$ cat config.mk
export PLATFORM = sky130hd
export DESIGN_NAME = sdram_readback_check
export DESIGN_NICKNAME = d
export VERILOG_FILES = /design/src/rtl/sdram_readback_check.sv
export SDC_FILE = /design/constraint.sdc
export NUM_CORES = 1
export LEC_CHECK = 0
export ABC_CLOCK_PERIOD_IN_PS = 4750
export BUFFER_PORTS_ARGS = -buffer_cell sky130_fd_sc_hd__buf_4
export CORE_MARGIN = 2
export CORE_UTILIZATION = 58
export CTS_BUF_LIST = sky130_fd_sc_hd__clkbuf_16
export DETAILED_ROUTE_END_ITERATION = 10
export PLACE_DENSITY = 0.91
export SKIP_LAST_GASP = 1
export SYNTH_ARGS = -nofsm -noshare
export SYNTH_HDL_FRONTEND = slang
export SYNTH_SLANG_ARGS = --single-unit
$ cat constraint.sdc
create_clock -name clk_sys -period 4.75 [get_ports clk_sys]
set_input_delay 0.475 -clock clk_sys [delete_from_list [all_inputs] [get_ports clk_sys]]
set_output_delay 0.475 -clock clk_sys [all_outputs]
set_load 0.02 [all_outputs]
$ cat src/rtl/sdram_readback_check.sv
// sdram_readback_check
//   Sweeps an SDRAM word range through the controller read port and
//   compares each returned word against a constant. It reports the mismatch
//   count, the first failing address and data, and done/pass status.
//
// Ports
//   clk_sys, RESET        clock; synchronous active-high reset
//   start, abort          sweep control (abort wins over start and compare)
//   start_addr, end_addr  inclusive word range, latched on accepted start
//   expect_data           expected word, latched on accepted start
//   sdram_addr, sdram_rd  read request to the controller (registered)
//   sdram_ready           controller idle / read data valid
//   sdram_dout            read data, sampled in WAIT when ready
//   busy, done, pass      status (done held until next start or reset)
//   err_cnt               saturating mismatch count
//   first_err_addr/_data  location and value of the first mismatch
//   cur_addr              address currently being checked
module sdram_readback_check #(
  parameter int AW = 27,
  parameter int DW = 16
) (
  input  logic          clk_sys,
  input  logic          RESET,
  input  logic          start,
  input  logic          abort,
  input  logic [AW-1:0] start_addr,
  input  logic [AW-1:0] end_addr,
  input  logic [DW-1:0] expect_data,
  output logic [AW-1:0] sdram_addr,
  output logic          sdram_rd,
  input  logic          sdram_ready,
  input  logic [DW-1:0] sdram_dout,
  output logic          busy,
  output logic          done,
  output logic          pass,
  output logic [15:0]   err_cnt,
  output logic [AW-1:0] first_err_addr,
  output logic [DW-1:0] first_err_data,
  output logic [AW-1:0] cur_addr
);

  typedef enum logic [2:0] {S_IDLE, S_ISSUE, S_GAP, S_WAIT, S_DONE} state_t;

  state_t        state_q, state_d;
  logic [AW-1:0] end_q, end_d;
  logic [DW-1:0] exp_q, exp_d;
  logic [AW-1:0] cur_q, cur_d;
  logic [AW-1:0] addr_q, addr_d;
  logic          rd_q, rd_d;
  logic          busy_q, busy_d;
  logic          done_q, done_d;
  logic          pass_q, pass_d;
  logic [15:0]   err_q, err_d;
  logic [AW-1:0] ferr_addr_q, ferr_addr_d;
  logic [DW-1:0] ferr_data_q, ferr_data_d;

  // State and all registered outputs
  always_ff @(posedge clk_sys) begin
    if (RESET) begin
      state_q     <= S_IDLE;
      end_q       <= '0;
      exp_q       <= '0;
      cur_q       <= '0;
      addr_q      <= '0;
      rd_q        <= 1'b0;
      busy_q      <= 1'b0;
      done_q      <= 1'b0;
      pass_q      <= 1'b0;
      err_q       <= '0;
      ferr_addr_q <= '0;
      ferr_data_q <= '0;
    end else begin
      state_q     <= state_d;
      end_q       <= end_d;
      exp_q       <= exp_d;
      cur_q       <= cur_d;
      addr_q      <= addr_d;
      rd_q        <= rd_d;
      busy_q      <= busy_d;
      done_q      <= done_d;
      pass_q      <= pass_d;
      err_q       <= err_d;
      ferr_addr_q <= ferr_addr_d;
      ferr_data_q <= ferr_data_d;
    end
  end

  // Next-state logic
  always_comb begin
    state_d = state_q;
    unique case (state_q)
      S_IDLE:  if (start && !abort)
                 state_d = (end_addr < start_addr) ? S_DONE : S_ISSUE;
      S_ISSUE: if (abort) state_d = S_IDLE;
               else if (sdram_ready) state_d = S_GAP;
      S_GAP:   state_d = abort ? S_IDLE : S_WAIT;
      S_WAIT:  if (abort) state_d = S_IDLE;
               else if (sdram_ready) state_d = (cur_q == end_q) ? S_DONE : S_ISSUE;
      S_DONE:  state_d = S_IDLE;
      default: state_d = S_IDLE;
    endcase
  end

  // Next values of the registered outputs and datapath
  always_comb begin
    end_d       = end_q;
    exp_d       = exp_q;
    cur_d       = cur_q;
    addr_d      = addr_q;
    rd_d        = 1'b0;
    done_d      = done_q;
    pass_d      = pass_q;
    err_d       = err_q;
    ferr_addr_d = ferr_addr_q;
    ferr_data_d = ferr_data_q;
    busy_d      = (state_d == S_ISSUE) || (state_d == S_GAP) || (state_d == S_WAIT);
    unique case (state_q)
      S_IDLE: if (start && !abort) begin
        end_d       = end_addr;
        exp_d       = expect_data;
        cur_d       = start_addr;
        err_d       = '0;
        ferr_addr_d = '0;
        ferr_data_d = '0;
        done_d      = 1'b0;
        pass_d      = 1'b0;
      end
      // rd is registered, so it is visible during the GAP cycle only
      S_ISSUE: if (!abort && sdram_ready) begin
        rd_d   = 1'b1;
        addr_d = cur_q;
      end
      S_WAIT: if (!abort && sdram_ready) begin
        if (sdram_dout != exp_q) begin
          if (err_q == '0) begin
            ferr_addr_d = cur_q;
            ferr_data_d = sdram_dout;
          end
          if (err_q != '1) err_d = err_q + 16'd1;
        end
        // Equality test before increment: an all-ones end never wraps
        if (cur_q != end_q) cur_d = cur_q + AW'(1);
      end
      S_DONE: begin
        done_d = 1'b1;
        pass_d = (err_q == '0);
      end
      default: ;
    endcase
  end

  assign sdram_addr     = addr_q;
  assign sdram_rd       = rd_q;
  assign busy           = busy_q;
  assign done           = done_q;
  assign pass           = pass_q;
  assign err_cnt        = err_q;
  assign first_err_addr = ferr_addr_q;
  assign first_err_data = ferr_data_q;
  assign cur_addr       = cur_q;

endmodule

Yosys cells after proc, flatten, opt, wreduce, memory -nomap -nowiden
Index checks and enable logic that the tools add are counted.

word-level totals
  logic and storage cells = 80
  output and inout bits = 117
  flip-flop bits (word level) = 163

cells by class
  add/sub/neg operators = 2
  equality and inequality tests = 17
  $lt $le $gt $ge = 1
  bitwise operators = 1
  reductions and logical operators = 16
  multiplexer cells = 31

operators with widths
  kind                     count
  $mux W27                 7
  $mux W16                 7
  $pmux W27 S2             2
  $pmux W16 S2             2
  $add A27 B1 Y27 const B  1
  $eq A27 B27 Y1           1
  $lt A27 B27 Y1           1
  $ne A27 B27 Y1           1
  $mux W3                  7
  $add A16 B1 Y16 const B  1
  $logic_not A16 Y1        1
  $ne A16 B16 Y1           1
  $ne A16 B16 Y1 const B   1
  $eq A3 B2 Y1 const B     4
  $ne A2 B2 Y1 const B     6
  $pmux W3 S4              1
  $reduce_and A5 Y1        2
  $eq A3 B1 Y1 const B     2
  $reduce_and A2 Y1        3
  $pmux W1 S2              2
  $reduce_and A4 Y1        1
  $reduce_bool A2 Y1       2
  $eq A3 B3 Y1 const B     1
  $logic_not A3 Y1         1
  other kinds (7)          10

Longest topological paths before layout
Gate-level depths: netlist of the first run.

  depth after elaboration = 8
  depth in mapped cells = 10
  mapped depth without buffers = 8

Worst setup path after synthesis of the first run
No wires, ideal clock.

  path kind = input to register
  start point = input port sdram_dout[6]
  end point = register ferr_addr_q[21], in the netlist first_err_addr[21]
  arrival time = 2.219 ns
  path slack = 2.399 ns
  stages = 8
  cells stage by stage = xor2_1 -> or4_1 -> or4_4 -> o211a_1 -> buf_6 -> buf_6 -> nand3_1 -> a21oi_1

on the way
  longest elaborated chain between the ends = 3

ends and longest elaborated chain
  item                                RTL line  source
  start, declared                     32        input logic [DW-1:0] sdram_dout,
  $ne A16 B16 Y1                      134       if (sdram_dout != exp_q) begin
  $ne A2 B2 Y1 (no source line)       --
  $reduce_and A5 Y1 (no source line)  --
  end signal, assigned                83        ferr_addr_q <= ferr_addr_d;
  end, declared                       54        logic [AW-1:0] ferr_addr_q, ferr_addr_d;

Every way passes these cells.
A chain may end at the register's enable or synchronous reset.

Final worst setup path of the first run
  start point = register state_q[1]
  end point = register cur_q[0], in the netlist cur_addr[0]

on the way
  longest elaborated chain between the ends = 3

ends and longest elaborated chain
  item                                                                        RTL line  source
  start, declared                                                             44        state_t state_q, state_d;
  start signal, assigned                                                      73        state_q <= state_d;
  $eq A3 B2 Y1 / $logic_not A3 Y1 (equally long branches)                     117       unique case (state_q)
  $ne A2 B2 Y1 (no source line) / $reduce_bool A2 Y1 (equally long branches)  --
  $reduce_and A4 Y1 (no source line)                                          --
  end signal, assigned                                                        76        cur_q <= cur_d;
  end, declared                                                               47        logic [AW-1:0] cur_q, cur_d;

Parallel ways exist; a longest one is shown, timed or not.

==> summary.md, run 1 <==
| Metric | Value |
|---|---|
| Power per Cell Area | 313.2 mW/mm² |
| Area of the multi-input gates | 0.004380 mm² |
| First-pass iteration count of the detailed router | 5 |
| DRT Wirelength | 25,110 µm |
| RR Startpoint | state_q[1]$_SDFF_PP0_ |
| Hold_buf cts | 0 |
| CTS sink cnt | 163 |
| Clk buf depth | 2 |
| Fmax | 320.6 MHz |
| Crit path kind | reg2reg |
| Peak VDD IR | 0.2367 mV |
| CP startpoint kind | flip-flop |
| RSZ-0062 raised after global routing | false |
| DRC | 0 |
| Crit. End Element | flip-flop |
| Min cycle time layout | 3.119 ns |
| Post-synth EDFFs | 0 |
| GPL Wtd Cong | 0.9412 |
| # H-tree levels | 4 |
| Yosys top cell area share | 40.06% |
| Fillcell total | 1,081 |
| N_diodes | 0 |
| Area grow syn2layout | 25.10% |
| Vias post-DR | 8,574 |
| WP depth | 6 |
| Routed vias/inst | 6.094 |
| GRT Residual Overflow | 0 |
| Hold Violations, Final | 0 |
| Setup TNS | 0 ns |
| First-pass GRT wire length | 39,520 µm |
| Port Buffers | 207 |
| Yosys warning count | 0 |
| Post-synthesis register bit count | 163 |
| Worst skew pair latency | 0.43 ns |
| Pleak | 4.235 nW |
| Dpl cell area | 0.009614 mm² |
| Buf/Inv on CP | 1 |
| Most frequent cell after synthesis | nand2_1 |
| Worst slew pin tran | 1.083 ns |
| Drt wl/cell | 17.84 µm |
| Arr. time, crit path | 3.45 ns |
| Cell taking the most area after synthesis | dfxtp_1 |
| Initial antenna violation count | 0 |
| Post-Syn Nets | 1,180 |
| Final worst slack | 1.631 ns |
| Post-Syn Area per Cell | 7.685 µm² |
| Ys flop type | dfxtp_1 |
| Top cell types by occurrence after synthesis | nand2_1, a21oi_1, dfxtp_1, nand3_1, clkbuf_1 |
| Max FO, Critical Path | 49 |
| Die Span Y | 122.5 µm |
| Max Cap Violations | 0 |
| Final net count | 1,334 |
| IO Pins | 208 |
| CP max stage delay | 0.94 ns |
| Slew Limit Headroom | 27.83% |
| CP top delay family | compound AO/OA/AOI/OAI gates |
| Reg clk slew, reported paths | 0.06 ns |
| Slowest CP cell | o31ai_4 |
| R2R Path End | cur_addr[0]$_SDFFE_PP0P_ |
| Number of global-route vias before repair | 7,958 |
| Final ANT Viol Nets | 0 |
| Post-DP HPWL | 17,070 µm |
| Critical Path RT | 5.08 ns |
| Syn Inst Count | 1,060 |
| Largest net degree at the start of global routing | 94 |
| Final worst path period share | 65.67% |
| Post-Syn Area | 0.008147 mm² |
| First-iteration detailed-routing DRC count | 1,147 |
| Starting density of the core | 59.15% |
| Status | finished, final reports clean |
| CTS Buf Count | 17 |
| Largest cells by area after synthesis | dfxtp_1, nand2_1, a21oi_1, ha_1, nand3_1 |
| Root Driver | clkbuf_16 |
| Sequential area share after synthesis | 40.06% |
| Cells along the critical path | nor3b_1 > and2_2 > o31ai_4 > buf_4 > a21oi_1 > o32ai_1 |
| Reg-to-reg slack, setup | 1.63 ns |
| Yosys cell types | 56 |
| CTS tree | done |
| Hold Path Class | in2reg |
| Layout cells sized above 1 | 20.70% |
| Max Slew Vio Count | 0 |
| Dpl ws | 1.568 ns |
| Worst Hold Path Cells | 3 |
| Post-route cell area | 0.01019 mm² |
| Die width | 122.5 µm |
| Final setup fails | 0 |
| Die area | 0.01501 mm² |
| Critical Path End | cur_addr[0]$_SDFFE_PP0P_ |
| Global-route usage over all layers | 33.39% |
| Reg area | 0.003263 mm² |
| Std-Cell Core Area | 0.01377 mm² |
| Cells on worst reg2reg path | 6 |
| # resized after CTS | 0 |
| Critical Path Source | state_q[1]$_SDFF_PP0_ |
| Ys async rst share | 0% |
| Std-Cell Rows | 43 |
| Clk_skew | 0.007957 ns |
| Setup repair bufs after CTS | 0 |
-- placed cells by master, fill, tap and decap left out, drive strengths merged, types with 16 or more instances in the layout --
cell type	n
nand2	241
buf	215
a21oi	177
dfxtp	163
nand3	65
inv	38
xor2	31
ha	29
o21ai	27
nor2	21
nand4	21
clkbuf	17
nor3	16
-- flip-flops by register name, summed over array words and instances (netlist names), 3 cells and up --
signal          count
first_err_addr     27
end_q              27
first_err_data     16
state_q             3
err_cnt            16
cur_addr           27
exp_q              16
sdram_addr         27
-- per-layer routing --
layer	share of wire, %	track usage (%)	up-vias
li1	-	-	4016
met1	41	44.48	3983
met2	45	52.15	501
met3	10	7.063	74
met4	3.1	15.01	0
met5	0	0	-
-- worst register-to-register path: cells and delay by family, from the launching register on --
family | cells | cell delay [ns]
AND/OR/NAND/NOR | 2 | 0.71
flip-flops | 1 | 0.58
buffers and inverters | 1 | 0.46
AO/OA/AOI/OAI | 3 | 1.27
-- where the power goes --
| part | total [mW] | switching [mW] | internal [mW] |
|---|---|---|---|
| clock network | 1.37 | 0.553 | 0.812 |
| logic | 0.372 | 0.219 | 0.153 |
| registers | 1.45 | 0.0538 | 1.40 |
-- area by class of cell --
class                      count  share of cell area, %
multi-input combinational    782                  42.98
sequential                   163                  32.02
clock inverter                15                  1.486
timing repair buffer         215                  15.84
inverter                      35                  1.289
clock buffer                  17                  4.174
tap                          180                  2.210
-- cells by family after synthesis --
| kind of cell | Yosys count | synth area share (%) |
|---|---|---|
| flip-flops | 163 | 40.06 |
| buffers and inverters | 115 | 6.389 |
| AND/OR/NAND/NOR | 443 | 25.47 |
| AO/OA/AOI/OAI | 266 | 18.91 |
| adder cells (fa/ha/maj) | 29 | 4.454 |
| XOR/XNOR | 44 | 4.730 |
-- worst min-delay path by stage --
| stage | from | to |
|---|---|---|
| 2_1_floorplan | end_q[0]$_SDFFE_PP0P_ | end_q[0]$_SDFFE_PP0P_ |
| 3_3_place_gp | first_err_addr[1]$_SDFFE_PP0P_ | first_err_addr[1]$_SDFFE_PP0P_ |
| 6_report | expect_data[6] | exp_q[6]$_SDFFE_PP0P_ |
| 5_1_grt | expect_data[5] | exp_q[5]$_SDFFE_PP0P_ |
| 4_1_cts | expect_data[5] | exp_q[5]$_SDFFE_PP0P_ |
| 3_5_place_dp | first_err_data[5]$_SDFFE_PP0P_ | first_err_data[5]$_SDFFE_PP0P_ |
-- stage by stage --
| stage | hold WS (ns) | cells | utilization [%] | total power [mW] |
|---|---|---|---|---|
| floorplan | 0.4478 | 1060 | - | 1.689 |
| global placement | 0.4399 | 1375 | 69.80 | 1.834 |
| detailed placement | 0.4465 | 1375 | 69.80 | 1.844 |
| CTS | 0.2827 | 1407 | 73.99 | 3.182 |
| global route | 0.2966 | 1407 | 73.99 | 3.286 |
| finish | 0.2943 | 1407 | 73.99 | 3.192 |
(Power assumes the default switching activity.)
==> run 2: changes to the inputs <==
--- a/config.mk
+++ b/config.mk
@@ -5,13 +5,14 @@
 export SDC_FILE = /design/constraint.sdc
 export NUM_CORES = 1
 export LEC_CHECK = 0
-export ABC_CLOCK_PERIOD_IN_PS = 4750
+export ABC_AREA = 1
+export ABC_CLOCK_PERIOD_IN_PS = 2800
 export BUFFER_PORTS_ARGS = -buffer_cell sky130_fd_sc_hd__buf_4
 export CORE_MARGIN = 2
-export CORE_UTILIZATION = 58
+export CORE_UTILIZATION = 49
 export CTS_BUF_LIST = sky130_fd_sc_hd__clkbuf_16
 export DETAILED_ROUTE_END_ITERATION = 10
-export PLACE_DENSITY = 0.91
+export PLACE_DENSITY = 0.82
 export SKIP_LAST_GASP = 1
 export SYNTH_ARGS = -nofsm -noshare
 export SYNTH_HDL_FRONTEND = slang
==> constraint.sdc (replaced) <==
create_clock -name clk_sys -period 2.8 [get_ports clk_sys]
set_input_delay 0.28 -clock clk_sys [delete_from_list [all_inputs] [get_ports clk_sys]]
set_output_delay 0.28 -clock clk_sys [all_outputs]
set_load 0.02 [all_outputs]
==> summary.md, run 2 <==
| Metric | Value |
|---|---|
| Status | finished, final reports clean |
| Post-Syn Area | 0.008831 mm² |
| Std-Cell Rows | 49 |
| Most common cell after layout, fill and taps aside | nand2_1 |
| RR Startpoint | cur_addr[0]$_SDFFE_PP0P_ |
| Post-DP HPWL | 19,140 µm |
| Syn Inst Count | 1,317 |
| Yosys top cell area share | 36.95% |
| Die Span Y | 138.2 µm |
| Tot Pwr | 5.353 mW |
| First-pass GRT wire length | 44,160 µm |
| Setup TNS | 0 ns |
| Clk buf depth | 2 |
| Fillcell total | 1,648 |
| Layout cells sized above 1 | 19.17% |
| Routed vias/inst | 5.413 |
| Fin util | 61.72% |
| Starting density of the core | 49.50% |
| CP startpoint kind | flip-flop |
| Final net count | 1,606 |
| DRC | 0 |
| Area grow syn2layout | 24.68% |
| Number of global-route vias before repair | 8,662 |
| IO Pins | 208 |
| Peak VDD IR | 0.4329 mV |
| Post-synth EDFFs | 0 |
| Die area | 0.01911 mm² |
| Critical Path Source | cur_addr[0]$_SDFFE_PP0P_ |
| Vias post-DR | 9,343 |
| RSZ-0062 raised after global routing | false |
| # resized after CTS | 0 |
| N_diodes | 0 |
| Max Slew Vio Count | 0 |
| Post-synthesis register bit count | 163 |
| Max FO, Critical Path | 5 |
| Crit. End Element | flip-flop |
| Global-route usage over all layers | 28.25% |
| Critical Path RT | 3.12 ns |
| CTS sink cnt | 163 |
| Crit path kind | reg2reg |
| Reg clk slew, reported paths | 0.06 ns |
| Most frequent cell after synthesis | nand2_1 |
| Yosys warning count | 0 |
| DRT Wirelength | 27,380 µm |
| Hold Violations, Final | 0 |
| Worst skew pair latency | 0.42 ns |
| Final setup fails | 0 |
| Final worst path period share | 81.48% |
| Slew Limit Headroom | 50.35% |
| CTS Buf Count | 17 |
| Max Cap Violations | 0 |
| Most frequent cells in the layout | nand2_1, buf_4, nor2_1, dfxtp_1, a21oi_1 |
| Yosys cell types | 40 |
| Arr. time, crit path | 2.60 ns |
| Worst slew pin tran | 0.7447 ns |
| Largest cells by area after synthesis | dfxtp_1, nand2_1, a21oi_1, nor2_1, inv_1 |
| Top cell types by occurrence after synthesis | nand2_1, nor2_1, dfxtp_1, a21oi_1, inv_1 |
| Die width | 138.2 µm |
| Setup repair bufs after CTS | 0 |
| First-pass iteration count of the detailed router | 5 |
| Initial antenna violation count | 0 |
| Hold_buf cts | 0 |
| Post-Syn Area per Cell | 6.705 µm² |
| First-iteration detailed-routing DRC count | 684 |
| Std-Cell Core Area | 0.01784 mm² |
| Dpl ws | 0.6237 ns |
| Pleak | 4.852 nW |
| Ys async rst share | 0% |
| Cell taking the most area after synthesis | dfxtp_1 |
| Port Buffers | 207 |
| GPL Wtd Cong | 0.9295 |
| Sequential area share after synthesis | 36.95% |
| Post-Syn Nets | 1,437 |
| Ys flop type | dfxtp_1 |
| Dpl cell area | 0.01051 mm² |
| Final worst slack | 0.5185 ns |
| Hold Path Class | in2reg |
| Power per Cell Area | 486.1 mW/mm² |
| Clk_skew | 0.007944 ns |
| Post-route cell area | 0.01101 mm² |
| Largest net degree at the start of global routing | 64 |
| GRT Residual Overflow | 0 |
| Fmax | 438.3 MHz |
| Final ANT Viol Nets | 0 |
| Drt wl/cell | 15.86 µm |
| Root Driver | clkbuf_16 |
| Min cycle time layout | 2.281 ns |
| # H-tree levels | 4 |
| Hold_sp | expect_data[6] |
| CTS tree | done |
## run 2: cell types whose count changed in the layout (fill, tap and decap cells not counted), moves of 14 or more
cell,previous run,this run
nand2_1,241,317
nand3_1,65,42
xor2_1,31,13
nand2_2,0,14
nor2_1,21,166
a21oi_1,177,133
nand4_1,21,69
o21ai_0,19,67
inv_1,38,129
## run 2: final cells by class
type / count / area, µm² / share of cell area (%)
sequential: 163 / 3263 / 29.64
inverter: 133 / 500.5 / 4.545
timing repair buffer: 223 / 1712 / 15.55
clock inverter: 13 / 72.57 / 0.6591
tap: 229 / 286.5 / 2.602
multi-input combinational: 948 / 4751 / 43.15
clock buffer: 17 / 425.4 / 3.864
## run 2: routing by layer
metal / vias up / track usage, % / wire length (µm)
met1: 4221 / 37.99 / 11870
li1: 4622 / - / -
met4: 0 / 9.936 / 705
met2: 437 / 45.78 / 12610
met3: 63 / 5.196 / 2194
met5: - / 0 / 0
## run 2: final timing paths
kind | cells past startpoint | to | slack, ns
max | 12 | cur_addr[26]$_SDFFE_PP0P_ | 0.52
min | 3 | exp_q[6]$_SDFFE_PP0P_ | 0.11
max reg2reg | 12 | cur_addr[26]$_SDFFE_PP0P_ | 0.52
min reg2reg | 2 | first_err_addr[6]$_SDFFE_PP0P_ | 0.46
## run 2: report_power, final
part	switching, mW	internal (mW)	leakage (nW)
clock network	0.942	1.10	0.246
logic	0.491	0.328	3.28
registers	0.0871	2.40	1.32
total	1.52	3.83	4.85
## run 2: cell families (layout without fill, tap and decap cells)
| group | Yosys count | count (layout) | share of synthesized area [%] |
|---|---|---|---|
| AOI/OAI and AO/OA | 223 | 223 | 13.37 |
| xor gates and xnor gates | 39 | 39 | 3.868 |
| adders and majority gates | 29 | 29 | 4.109 |
| buffers and inverters | 206 | 386 | 9.365 |
| DFF | 163 | 163 | 36.95 |
| and+or+nand+nor | 657 | 657 | 32.33 |
## run 2: worst max-delay path, cell delays in order (launching register included)
cell and delay [ns]:
dfxtp_1 0.45, ha_1 0.24, nand2_1 0.12, nor2_1 0.29, nand2_1 0.17, inv_2 0.14, nand3_1 0.15, nor2_2 0.26
nand2_1 0.08, nand2_1 0.07, nand3_1 0.07, nor2_1 0.09, nor2_1 0.04
## run 2: stage by stage
step	hold WS [ns]	std cells
after global routing	0.09809	1726
after CTS	0.1013	1726
final	0.1094	1726
after detailed placement	0.4528	1696
after global placement	0.4511	1696
after floorplan	0.4246	1317
==> run 3: changes to the inputs <==
--- a/config.mk
+++ b/config.mk
@@ -6,7 +6,7 @@
 export NUM_CORES = 1
 export LEC_CHECK = 0
 export ABC_AREA = 1
-export ABC_CLOCK_PERIOD_IN_PS = 2800
+export ABC_CLOCK_PERIOD_IN_PS = 1950
 export BUFFER_PORTS_ARGS = -buffer_cell sky130_fd_sc_hd__buf_4
 export CORE_MARGIN = 2
 export CORE_UTILIZATION = 49
==> constraint.sdc (replaced) <==
create_clock -name clk_sys -period 1.95 [get_ports clk_sys]
set_input_delay 0.195 -clock clk_sys [delete_from_list [all_inputs] [get_ports clk_sys]]
set_output_delay 0.195 -clock clk_sys [all_outputs]
set_load 0.02 [all_outputs]
==> summary.md, run 3 (synthesized netlist as in run 2, its figures left out) <==
| Metric | Value |
|---|---|
| Hold Path Class | in2reg |
| Final worst path period share | 95.22% |
| Hold_buf cts | 0 |
| Slowest CP cell | dfxtp_2 |
| Root Driver | clkbuf_16 |
| Port Buffers | 207 |
| Number of global-route vias before repair | 9,182 |
| CP max stage delay | 0.34 ns |
| CTS tree | done |
| DRT Wirelength | 28,660 µm |
| Status | finished, final reports clean |
| Non-Filler Instances | 1,791 |
| Vias post-DR | 9,894 |
| Most used cell, CP | buf_4 |
| GRT Residual Overflow | 0 |
| RSZ-0062 raised after global routing | true |
| Crit path kind | reg2reg |
| Min cycle time layout | 1.857 ns |
| N_diodes | 0 |
| Worst skew pair latency | 0.43 ns |
| Routed vias/inst | 5.524 |
| Dpl ws | 0.07227 ns |
| DRC | 0 |
| Reg area | 0.003268 mm² |
| Cells along the critical path | buf_4 > ha_1 > nand2_2 > nor2_4 > buf_4 > nand3_1 > o21ai_2 > nand2_1 > o21ai_0 > o21ai_1 > nor2_1 |
| Most frequent cells in the layout | nand2_1, buf_4, nor2_1, dfxtp_1, a21oi_1 |
| Layout cells sized above 1 | 23.30% |
| Global routing usage on met2 | 48.36% |
| Std-Cell Rows | 49 |
| Fin util | 65.64% |
| Die Span Y | 138.2 µm |
| # H-tree levels | 4 |
| Busiest grt layer | met2 |
| Met1 GRT Util | 37.99% |
| Max Cap Violations | 0 |
| Max Slew Vio Count | 0 |
| Final net count | 1,669 |
| Std-Cell Core Area | 0.01784 mm² |
| Arr. time, crit path | 2.22 ns |
| GPL Wtd Cong | 0.9325 |
| Drt wl/cell | 16.00 µm |
| Die width | 138.2 µm |
| Die area | 0.01911 mm² |
| Final worst slack | 0.09327 ns |
| IO Pins | 208 |
| Slew Limit Headroom | 46.74% |
| Final ANT Viol Nets | 0 |
| Clk buf depth | 2 |
| CTS sink cnt | 163 |
| Crit. End Element | flip-flop |
| Setup TNS | 0 ns |
| Reg clk slew, reported paths | 0.06 ns |
| CTS Buf Count | 17 |
| CP startpoint kind | flip-flop |
| Hold Violations, Final | 0 |
| Largest net degree at the start of global routing | 63 |
| Final setup fails | 0 |
| Post-Place Cells | 1,758 |
| Most common cell after layout, fill and taps aside | nand2_1 |
| First-iteration detailed-routing DRC count | 926 |
| Power per Cell Area | 723.9 mW/mm² |
| Tot Pwr | 8.477 mW |
| GR Layer Usage met3 | 6.269% |
| Global-route usage over all layers | 29.28% |
| Fillcell total | 1,525 |
| Starting density of the core | 49.50% |
| Post-DP HPWL | 20,560 µm |
| Clk_skew | 0.009294 ns |
| First-pass GRT wire length | 45,840 µm |
| Reg-to-reg slack, setup | 0.09 ns |
| Pleak | 5.265 nW |
| Initial antenna violation count | 0 |
| Area grow syn2layout | 32.62% |
| Max FO, Critical Path | 3 |
| Area of the multi-input gates | 0.004785 mm² |
| First-pass iteration count of the detailed router | 6 |
| Fmax | 538.6 MHz |
| Peak VDD IR | 0.7258 mV |
| Worst slew pin tran | 0.7989 ns |
| Critical Path RT | 2.31 ns |
-- run 3: worst max-delay path, delay by kind of cell (launching register included) --
family,cells,cell delay [ns]
simple gates,5,0.59
compound gates,3,0.45
flops,1,0.34
buf+inv,2,0.24
fa+ha+maj,1,0.18
-- run 3: per-stage QoR --
| step | area, µm² | hold WS (ns) |
|---|---|---|
| 3_5_place_dp | 11020 | 0.4590 |
| 4_1_cts | 11640 | 0.01662 |
| 5_1_grt | 11710 | 0.01633 |
| 6_report | 11710 | 0.01870 |
| 3_3_place_gp | 11020 | 0.4487 |
| 2_1_floorplan | 8831 | 0.3396 |
-- run 3: worst paths after layout --
path / depth (start not counted) / endpoint / startpoint
max reg2reg: 11 / cur_addr[14]$_SDFFE_PP0P_ / cur_addr[0]$_SDFFE_PP0P_
min reg2reg: 2 / first_err_addr[25]$_SDFFE_PP0P_ / first_err_addr[25]$_SDFFE_PP0P_
max: 11 / cur_addr[14]$_SDFFE_PP0P_ / cur_addr[0]$_SDFFE_PP0P_
min: 3 / exp_q[6]$_SDFFE_PP0P_ / expect_data[6]
-- run 3: report_power, final --
part	internal, mW	total [mW]	switching, mW
clock	2.24	3.61	1.37
combinational	0.545	1.31	0.766
sequential	3.45	3.56	0.106
-- run 3: final cells by class --
class / instances / area share, %
tap: 229 / 2.447
multi-input combinational: 948 / 40.85
timing repair buffer: 286 / 19.18
inverter: 133 / 4.274
clock buffer: 17 / 3.632
sequential: 163 / 27.91
clock inverter: 15 / 1.709
-- run 3: repair_timing --
action,4_1_cts,5_1_grt
gates resized for setup,2,25
pin swaps,0,5
endpoints found under the setup margin,1,39
setup buffers,0,1
-- run 3: per-layer routing --
layer  wire [µm]  share of wire (%)
met1       11730                 41
met2       13540                 47
met3        2613                9.1
met4         774                2.7
met5           0                  0
